--- src/rtl/exec_ctl_pkg.sv ---
`default_nettype none
// ============================================================================
// Module      : exec_ctl_pkg
// Description : Shared types for the execute-stage controller. Holds the
//               controller state enum, the next-PC mux select encodings and
//               a helper that derives the select from captured control flags.
// Revision    : 1.0 - initial release
// ============================================================================
package exec_ctl_pkg;

    typedef enum logic [1:0] {
        ST_EMPTY = 2'd0,
        ST_FULL  = 2'd1,
        ST_FLUSH = 2'd2,
        ST_HALT  = 2'd3
    } state_t;

    localparam logic [1:0] PC_INC = 2'b00;  // sequential fetch
    localparam logic [1:0] PC_JB  = 2'b01;  // immediate jump / taken branch target
    localparam logic [1:0] PC_ALU = 2'b10;  // register target from the ALU

    // A register-target jump outranks every other transfer kind.
    function automatic logic [1:0] sel_pc(input logic jr, input logic jump,
                                          input logic branch, input logic taken);
        if (jr)
            return PC_ALU;
        else if (jump || (branch && taken))
            return PC_JB;
        else
            return PC_INC;
    endfunction

endpackage : exec_ctl_pkg
`default_nettype wire

--- src/rtl/exec_ctl_squash_cnt.sv ---
`default_nettype none
// ============================================================================
// Module      : squash_cnt
// Description : 3-bit loadable down-counter that times the squash window
//               after a redirect. Saturates at zero; done is high while the
//               count sits at 1, i.e. during the final squash cycle.
// Ports       : clk, rst_n        - clock, async active-low reset
//               load, load_val    - load the counter (has priority over dec)
//               dec               - decrement by one this cycle
//               done              - last cycle of the window
// Revision    : 1.0 - initial release
// ============================================================================
module squash_cnt (
    input  logic       clk,
    input  logic       rst_n,
    input  logic       load,
    input  logic [2:0] load_val,
    input  logic       dec,
    output logic       done
);

    logic [2:0] r_count;

    always_ff @(posedge clk or negedge rst_n) begin
        if (!rst_n)
            r_count <= 3'd0;
        else if (load)
            r_count <= load_val;
        else if (dec && (r_count != 3'd0))
            r_count <= r_count - 3'd1;
    end

    assign done = (r_count == 3'd1);

endmodule : squash_cnt
`default_nettype wire

--- src/rtl/exec_ctl.sv ---
`default_nettype none
// ============================================================================
// Module      : exec_ctl
// Description : Execute-stage pipeline controller. Holds one instruction's
//               control flags, hands it to the memory stage, steers the
//               next-PC mux, raises a one-cycle redirect on control transfers,
//               squashes younger fetches for FLUSH_CYCLES cycles afterwards,
//               and parks the core in HALT until reset.
// Ports       : clk, rst_n                    - clock, async active-low reset
//               in_valid/in_ready             - decode handshake
//               in_jump/in_jr/in_branch/
//               in_taken/in_halt              - decoded control flags
//               out_valid/out_ready           - memory-stage handshake
//               ex_en                         - execute register load enable
//               pc_sel                        - next-PC mux select
//               redirect                      - fetch loads selected PC
//               flush                         - younger fetches squashed
//               halted                        - core halted
// Revision    : 1.0 - initial release
// ============================================================================
module exec_ctl
    import exec_ctl_pkg::*;
#(
    parameter int FLUSH_CYCLES = 2      // legal range 1..7
) (
    input  logic       clk,
    input  logic       rst_n,
    input  logic       in_valid,
    output logic       in_ready,
    input  logic       in_jump,
    input  logic       in_jr,
    input  logic       in_branch,
    input  logic       in_taken,
    input  logic       in_halt,
    output logic       out_valid,
    input  logic       out_ready,
    output logic       ex_en,
    output logic [1:0] pc_sel,
    output logic       redirect,
    output logic       flush,
    output logic       halted
);

    localparam logic [2:0] c_flush_load = 3'(FLUSH_CYCLES);

    state_t r_state;
    logic   r_jump;
    logic   r_jr;
    logic   r_branch;
    logic   r_taken;
    logic   r_halt;

    logic   w_xfer;
    logic   w_handoff;
    logic   w_accept;
    logic   w_cnt_done;

    // Status outputs are pure decodes of the state register.
    assign out_valid = (r_state == ST_FULL);
    assign flush     = (r_state == ST_FLUSH);
    assign halted    = (r_state == ST_HALT);

    assign w_xfer    = r_jr | r_jump | (r_branch & r_taken);
    assign w_handoff = out_valid & out_ready;

    // Nothing may slip in behind a transfer or a HALT: the instruction after
    // it is on the wrong path or must never execute.
    always_comb begin
        in_ready = 1'b1;
        case (r_state)
            ST_EMPTY: in_ready = 1'b1;
            ST_FULL:  in_ready = out_ready & ~w_xfer & ~r_halt;
            ST_FLUSH: in_ready = 1'b1;   // swallow and discard wrong-path fetches
            ST_HALT:  in_ready = 1'b0;
            default:  in_ready = 1'b1;
        endcase
    end

    assign w_accept = in_valid & in_ready;
    // Instructions accepted while flushing are dropped, never loaded.
    assign ex_en    = w_accept & ~flush;

    // HALT outranks a transfer flag captured with it.
    assign redirect = w_handoff & ~r_halt & w_xfer;
    assign pc_sel   = out_valid ? sel_pc(r_jr, r_jump, r_branch, r_taken) : PC_INC;

    squash_cnt u_squash_cnt (
        .clk      (clk),
        .rst_n    (rst_n),
        .load     (redirect),
        .load_val (c_flush_load),
        .dec      (flush),
        .done     (w_cnt_done)
    );

    always_ff @(posedge clk or negedge rst_n) begin
        if (!rst_n) begin
            r_state  <= ST_EMPTY;
            r_jump   <= 1'b0;
            r_jr     <= 1'b0;
            r_branch <= 1'b0;
            r_taken  <= 1'b0;
            r_halt   <= 1'b0;
        end else begin
            if (ex_en) begin
                r_jump   <= in_jump;
                r_jr     <= in_jr;
                r_branch <= in_branch;
                r_taken  <= in_taken;
                r_halt   <= in_halt;
            end
            case (r_state)
                ST_EMPTY: begin
                    if (w_accept)
                        r_state <= ST_FULL;
                end
                ST_FULL: begin
                    if (w_handoff) begin
                        if (r_halt)
                            r_state <= ST_HALT;
                        else if (w_xfer)
                            r_state <= ST_FLUSH;
                        else if (w_accept)
                            r_state <= ST_FULL;
                        else
                            r_state <= ST_EMPTY;
                    end
                end
                ST_FLUSH: begin
                    if (w_cnt_done)
                        r_state <= ST_EMPTY;
                end
                ST_HALT: r_state <= ST_HALT;
                default: r_state <= ST_EMPTY;
            endcase
        end
    end

endmodule : exec_ctl
`default_nettype wire

--- config.mk ---
export PLATFORM = sky130hd
export DESIGN_NAME = exec_ctl
export DESIGN_NICKNAME = d
export VERILOG_FILES = /design/src/rtl/exec_ctl_pkg.sv /design/src/rtl/exec_ctl_squash_cnt.sv /design/src/rtl/exec_ctl.sv
export SDC_FILE = /design/constraint.sdc
export NUM_CORES = 1
export LEC_CHECK = 0
export ABC_AREA = 1
export CORE_AREA = 2 2 39 41
export DETAILED_ROUTE_END_ITERATION = 7
export DIE_AREA = 0 0 41 43
export PLACE_DENSITY = 0.78
export RECOVER_POWER = 50
export SETUP_SLACK_MARGIN = 0.3
export SLEW_MARGIN = 25
export SYNTH_ARGS = -nofsm -noshare
export SYNTH_HDL_FRONTEND = slang
export SYNTH_SLANG_ARGS = --single-unit
--- constraint.sdc ---
create_clock -name clk -period 3.21 [get_ports clk]
set_input_delay 0.4815 -clock clk [delete_from_list [all_inputs] [get_ports clk]]
set_output_delay 0.4815 -clock clk [all_outputs]
set_load 0.005 [all_outputs]
==> flow_summary.yaml, run 1 <==
clocking:
  tritoncts.num_buffers: 3
  max-clock-path-buffers: 2
  postCtsResizedCells: 0
  path_clk_slew_ps: 60
  clk-insertion-delay-late_ps: 260
  post-cts-setup-buffers: 0
  cts_hold_buffers: 0
  count_of_h_tree_levels_built_during_cts: 1
  cts_tree: "done"
  cts.sink_count: 10
  cts-root-buf: "sky130_fd_sc_hd__clkbuf_4"
power:
  p_sw_share_pct: 41.0
  p_seq_share_pct: 33.3
  max-vdd-ir-drop_mv: 0.541
  power_density_nw_per_um2: 899
  leakagePower_nw: 0.418
  p_switching_mw: 0.305
  internal_power_mw: 0.439
  comb_power_share_pct: 51.9
  power.share.clock_pct: 14.8
floorplan:
  initial_utilization_pct: 45.4
  ios: 17
  floorplan.rows: 14
  die_area_um2: 1760
  die_y_um: 43
  fp.dieW_um: 41
  total_core_area_um2: 1380
timing:
  setup-tns-final_ps: 0
  hold_violations: 0
  final.setup_skew_ps: 0.424
  timing.final.crit_period_ps: 2540
  worstMarginPinSlew_ps: 458
  unrepaired_setup_endpoints_after_global_routing: "no"
  final-max-slew-violation-count: 0
  max-slew-margin-rel_pct: 69.4
  layout_worst_path_cycle_share_pct: 79.0
  fmax_mhz: 394
  finalSetupViolCount: 0
  hold_ws_ps: 507
worst_setup_path:
  worstReg2RegStart: "r_state[0]$_DFFE_PN0P_"
  worst_ep_arrival_time_ps: 2050
  timing.reg2reg.setup_slack_ps: 1900
  termination_of_the_worst_setup_path: "redirect"
  critical_path_class: "input pin to output pin"
  startpoint_type: "input pin"
  r2r_cells: 5
  worstSetupStartpoint: "out_ready"
  critical_path.endpoint_type: "output pin"
  timing.rr.end: "u_squash_cnt.r_count[2]$_DFFE_PN0P_"
  worst-path-max-fanout: 3
  worst-endpoint-required_ps: 2730
placed_design:
  place_hpwl_um: 947
  place_congestion: 0.797
  place.port_buffers: 16
drt:
  via_count: 551
  vias_per_cell: 4.92
  drt.antenna.violating_nets: 0
  dr.pass1.iters: 4
  drc: 0
  initial_detailed_routing_violation_count: 15
  routed_wirelength_um: 1200
  drt-wirelength-per-cell_um: 10.7
cells_and_area:
  final_util_pct: 59.9
  n_antenna_cell: 0
  layout.cells.most_common: "sky130_fd_sc_hd__nand2_1"
  final_cell_mix: "18 x sky130_fd_sc_hd__nand2_1, 13 x sky130_fd_sc_hd__inv_1, 13 x sky130_fd_sc_hd__clkdlybuf4s50_1, 10 x sky130_fd_sc_hd__dfrtp_1"
  area_growth_from_synthesis_to_final_layout_pct: 31.9
  num-nets-final: 109
  drive_above_1_share_pct: 13.5
logic_synthesis:
  net_count_after_synthesis: 90
  yosysWarningCount: 0
  yosysSeqAreaShare_pct: 39.8
  mappedNetlistArea_um2: 628
  synth-edff-count: 0
  synth_top_flop_cell: "sky130_fd_sc_hd__dfrtp_1"
  async_reset_ff_share_pct: 100
  postSynthAreaPerCell_um2: 8.05
  postSynthRegisterBits: 10
  synthesized_area_fraction_occupied_by_xor_and_xnor_cells_pct: 1.39
  synth_area_in_compound_gates_pct: 11.4
  synthMuxAreaShare_pct: 0
  dominant_combinational_cell_family_by_area_after_synthesis: "simple AND/OR/NAND/NOR gates"
  simple_logic_cell_fraction_of_the_synthesized_area_pct: 29.3
  synth_fa_ha_area_share_pct: 5.98
  synth.distinct_cells: 23
  post_synth_inst_count: 78
global_routing:
  antenna_found_initial: 0
  grt.overflow.total: 0
  grtUsageTotal_pct: 17.5
  wire_length_of_the_first_global_routing_pass_um: 2080
  maximum_number_of_pins_on_one_net_before_global_route_repair: 11
  first_global_vias: 509
outcome:
  status: "complete, no violations"
worst_hold_path:
  holdCritPathClass: "flop to flop"
job:
  max_cap_viol_count: 0
## worst min path at each step
stage                                        start                                  end  slack, ps  depth (start not counted)
3_3_place_gp                  r_branch$_DFFE_PN0P_                 r_branch$_DFFE_PN0P_        490                          2
5_1_grt        u_squash_cnt.r_count[1]$_DFFE_PN0P_  u_squash_cnt.r_count[1]$_DFFE_PN0P_        530                          2
3_5_place_dp                   r_taken$_DFFE_PN0P_                  r_taken$_DFFE_PN0P_        490                          2
4_1_cts                        r_taken$_DFFE_PN0P_                  r_taken$_DFFE_PN0P_        510                          2
6_report                       r_taken$_DFFE_PN0P_                  r_taken$_DFFE_PN0P_        510                          2
2_1_floorplan                                rst_n                 r_branch$_DFFE_PN0P_        190                          0
## registers in the layout (all words and copies together) (netlist names)
register,flops
u_squash_cnt.r_count,3
r_state,2
r_branch,1
r_halt,1
r_taken,1
r_jump,1
r_jr,1
## final cells by class
cell class                      count  area [um2]
Clock buffer                        4        36.3
Fill cell                         137         556
Inverter                           16        60.1
Multi-Input combinational cell     50         302
Sequential cell                    10         250
Tap cell                           16        20.0
Timing Repair Buffer               16         160
## through the flow
step	power, mW	setup slack, ps	area (um2)	std cells
3_5_place_dp	0.639	744	792	108
4_1_cts	0.754	736	828	112
2_1_floorplan	0.504	1790	628	78
5_1_grt	0.823	584	828	112
3_3_place_gp	0.629	754	792	108
6_report	0.744	674	828	112
## routing by layer
metal  track usage [%]  routed length [um]  part of all wire [%]
met2              25.6                 576                    48
met1              22.1                 566                    47
met3              7.85                  31                   2.6
met4              6.00                  21                   1.8
met5                 0                   0                     0
## critical path, cell delays in order
cell                              delay, ps
sky130_fd_sc_hd__dlygate4sd3_1          570
sky130_fd_sc_hd__inv_1                   50
sky130_fd_sc_hd__nor3_1                 230
sky130_fd_sc_hd__nand2_1                150
sky130_fd_sc_hd__inv_1                   90
sky130_fd_sc_hd__clkdlybuf4s50_1        490
## cell families after synthesis
logic type | count (synthesis)
adder cells (fa/ha/maj) | 3
XOR/XNOR | 1
AND/OR/NAND/NOR | 35
AO/OA/AOI/OAI | 11
buffers and inverters | 18
flip-flops | 10
## synthesized netlist by cell type (2+ instances only)
library cell	n	area, um2
sky130_fd_sc_hd__nand3_1	2	10.0
sky130_fd_sc_hd__inv_1	13	48.8
sky130_fd_sc_hd__ha_1	3	37.5
sky130_fd_sc_hd__nand2_1	18	67.6
sky130_fd_sc_hd__dfrtp_1	10	250
sky130_fd_sc_hd__nand4_1	5	31.3
sky130_fd_sc_hd__nor2_1	4	15.0
sky130_fd_sc_hd__nor3_1	2	10.0
sky130_fd_sc_hd__inv_2	3	11.3
sky130_fd_sc_hd__a21oi_1	5	25.0
## power by group through the flow
stage               combinational [mW]  clock [mW]  sequential (mW)
floorplan                        0.279           0            0.225
global placement                 0.382           0            0.247
detailed placement               0.389           0            0.250
CTS                              0.392       0.114            0.248
global route                     0.444       0.122            0.258
finish                           0.386       0.111            0.248
(Power assumes the default switching activity.)
==> run 2: changes to the inputs <==
CORE_AREA = unset   (was 2 2 39 41)
CORE_MARGIN = 2   (was unset)
CORE_UTILIZATION = 45   (was unset)
DIE_AREA = unset   (was 0 0 41 43)
PLACE_DENSITY = 0.75   (was 0.78)
clock period = 2.59 ns   (was 3.21 ns; I/O delays follow)
==> flow_summary.yaml, run 2 (synthesis gave the netlist of run 1 again) <==
cells_and_area:
  final_util_pct: 64.6
  final_cell_mix: "17 x sky130_fd_sc_hd__nand2_1, 15 x sky130_fd_sc_hd__clkdlybuf4s50_1, 14 x sky130_fd_sc_hd__inv_1, 9 x sky130_fd_sc_hd__dfrtp_1"
  drive_above_1_share_pct: 15.5
  layout.cells.most_common: "sky130_fd_sc_hd__nand2_1"
  final.fill_count: 116
  largest_register_ffs: 3
  n_antenna_cell: 0
  register_with_the_most_flip_flops: "u_squash_cnt.r_count"
  area_growth_from_synthesis_to_final_layout_pct: 33.9
  num-nets-final: 110
  biggestRegsByFlops: "u_squash_cnt.r_count x3, r_state x2"
global_routing:
  grt.met1_usage_pct: 22.2
  gr-usage-met2_pct: 27.3
  wire_length_of_the_first_global_routing_pass_um: 1860
  grt.overflow.total: 0
  maximum_number_of_pins_on_one_net_before_global_route_repair: 11
  antenna_found_initial: 0
  grt_most_used_layer: "met2"
  grtUsageTotal_pct: 18.0
  grt_use_met3_pct: 4.79
  first_global_vias: 435
power:
  power_density_nw_per_um2: 1120
  max-vdd-ir-drop_mv: 0.615
  leakagePower_nw: 0.424
timing:
  unrepaired_setup_endpoints_after_global_routing: "no"
  timing.final.crit_period_ps: 2260
  layout_worst_path_cycle_share_pct: 87.2
  final-max-slew-violation-count: 0
  final.setup_skew_ps: 2.15
  setup-tns-final_ps: 0
  max-slew-margin-rel_pct: 69.5
  finalSetupViolCount: 0
  hold_violations: 0
  fmax_mhz: 443
  worstMarginPinSlew_ps: 456
worst_setup_path:
  critical_path_class: "flop to output pin"
  timing.rr.end: "r_branch$_DFFE_PN0P_"
  cpMostUsedCell: "sky130_fd_sc_hd__inv_1"
  cp_top_family: "buffers and inverters"
  worstPathBufferInverterCount: 4
  worst_ep_arrival_time_ps: 1870
  crit_path_top_delay_cell: "sky130_fd_sc_hd__clkdlybuf4s50_1"
  r2r_cells: 7
  worst-endpoint-required_ps: 2200
  worstPathCellList: "inv_1 -> nand2_4 -> nor2_1 -> inv_2 -> nand4_4 -> inv_1 -> clkdlybuf4s50_1"
  worst-path-max-fanout: 6
  worstReg2RegStart: "r_state[1]$_DFFE_PN0P_"
  timing.reg2reg.setup_slack_ps: 1250
  critical_path.endpoint_type: "output pin"
  cp_slowest_stage_delay_ps: 430
  startpoint_type: "flop"
clocking:
  max-clock-path-buffers: 2
  clk-insertion-delay-late_ps: 260
  cts-root-buf: "sky130_fd_sc_hd__clkbuf_4"
  path_clk_slew_ps: 70
  cts.sink_count: 10
  tritoncts.num_buffers: 3
  cts_tree: "done"
  count_of_h_tree_levels_built_during_cts: 1
drt:
  routed_wirelength_um: 1240
  initial_detailed_routing_violation_count: 5
  dr.pass1.iters: 4
  drc: 0
  vias_per_cell: 4.94
  drt-wirelength-per-cell_um: 11.0
  via_count: 553
  drt.antenna.violating_nets: 0
floorplan:
  floorplan.rows: 13
  total_core_area_um2: 1300
  die_y_um: 41.4
  ios: 17
  die_area_um2: 1710
  fp.dieW_um: 41.4
  initial_utilization_pct: 48.3
placed_design:
  place.port_buffers: 16
  place_hpwl_um: 976
  place_congestion: 0.785
job:
  max_cap_viol_count: 0
outcome:
  status: "complete, no violations"
worst_hold_path:
  holdCritPathClass: "input pin to async pin"
run 2: cell types whose count changed in the layout (fill, tap and decap cells not counted), sizes merged:
cell	delta
clkdlybuf4s50	+2
dlygate4sd3	-2
buf	+1
run 2: worst max path at each step:
stage	from	endpoint	slack (ps)	depth (start not counted)
2_1_floorplan	r_jr$_DFFE_PN0P_	ex_en	1270	5
3_3_place_gp	out_ready	redirect	340	6
3_5_place_dp	out_ready	redirect	290	6
4_1_cts	out_ready	redirect	360	6
5_1_grt	r_state[1]$_DFFE_PN0P_	ex_en	150	7
6_report	r_state[1]$_DFFE_PN0P_	ex_en	330	7
run 2: routing by layer:
| metal | vias to the layer above | share of wire [%] | routed length, um |
|---|---|---|---|
| met4 | 0 | 1.7 | 21 |
| li1 | 290 | - | - |
| met2 | 9 | 47 | 586 |
| met1 | 250 | 48 | 593 |
| met5 | - | 0 | 0 |
| met3 | 4 | 2.8 | 35 |
run 2: what timing repair did:
| item | CTS | global route |
|---|---|---|
| buffers inserted | 0 | 0 |
| hold buffers | 0 | 0 |
| gates resized for setup | 2 | 1 |
| setup endpoints to repair | 1 | 1 |
| pin swaps | 0 | 1 |
run 2: stage by stage:
stage               power (mW)  instance area [um2]  hold slack [ps]  instances  setup WS [ps]
floorplan                0.624                  628             92.9         78           1270
global placement         0.782                  798              490        108            338
detailed placement       0.795                  798              491        108            294
CTS                      0.948                  841              444        112            363
global route              1.03                  841              520        112            154
finish                   0.938                  841              504        112            332
run 2: area by class of cell:
class / instances / area (um2) / area share [%]
tap: 15 / 18.8 / 2.23
inverter: 16 / 60.1 / 7.14
sequential: 10 / 251 / 29.9
multi-input combinational: 50 / 307 / 36.5
timing repair buffer: 17 / 168 / 19.9
clock buffer: 4 / 36.3 / 4.32
run 2: where the power goes:
group / switching (mW) / leakage (nW) / internal, mW
Combinational: 0.255 / 0.284 / 0.229
Sequential: 0.0782 / 0.119 / 0.234
Clock: 0.0568 / 0.0210 / 0.0853
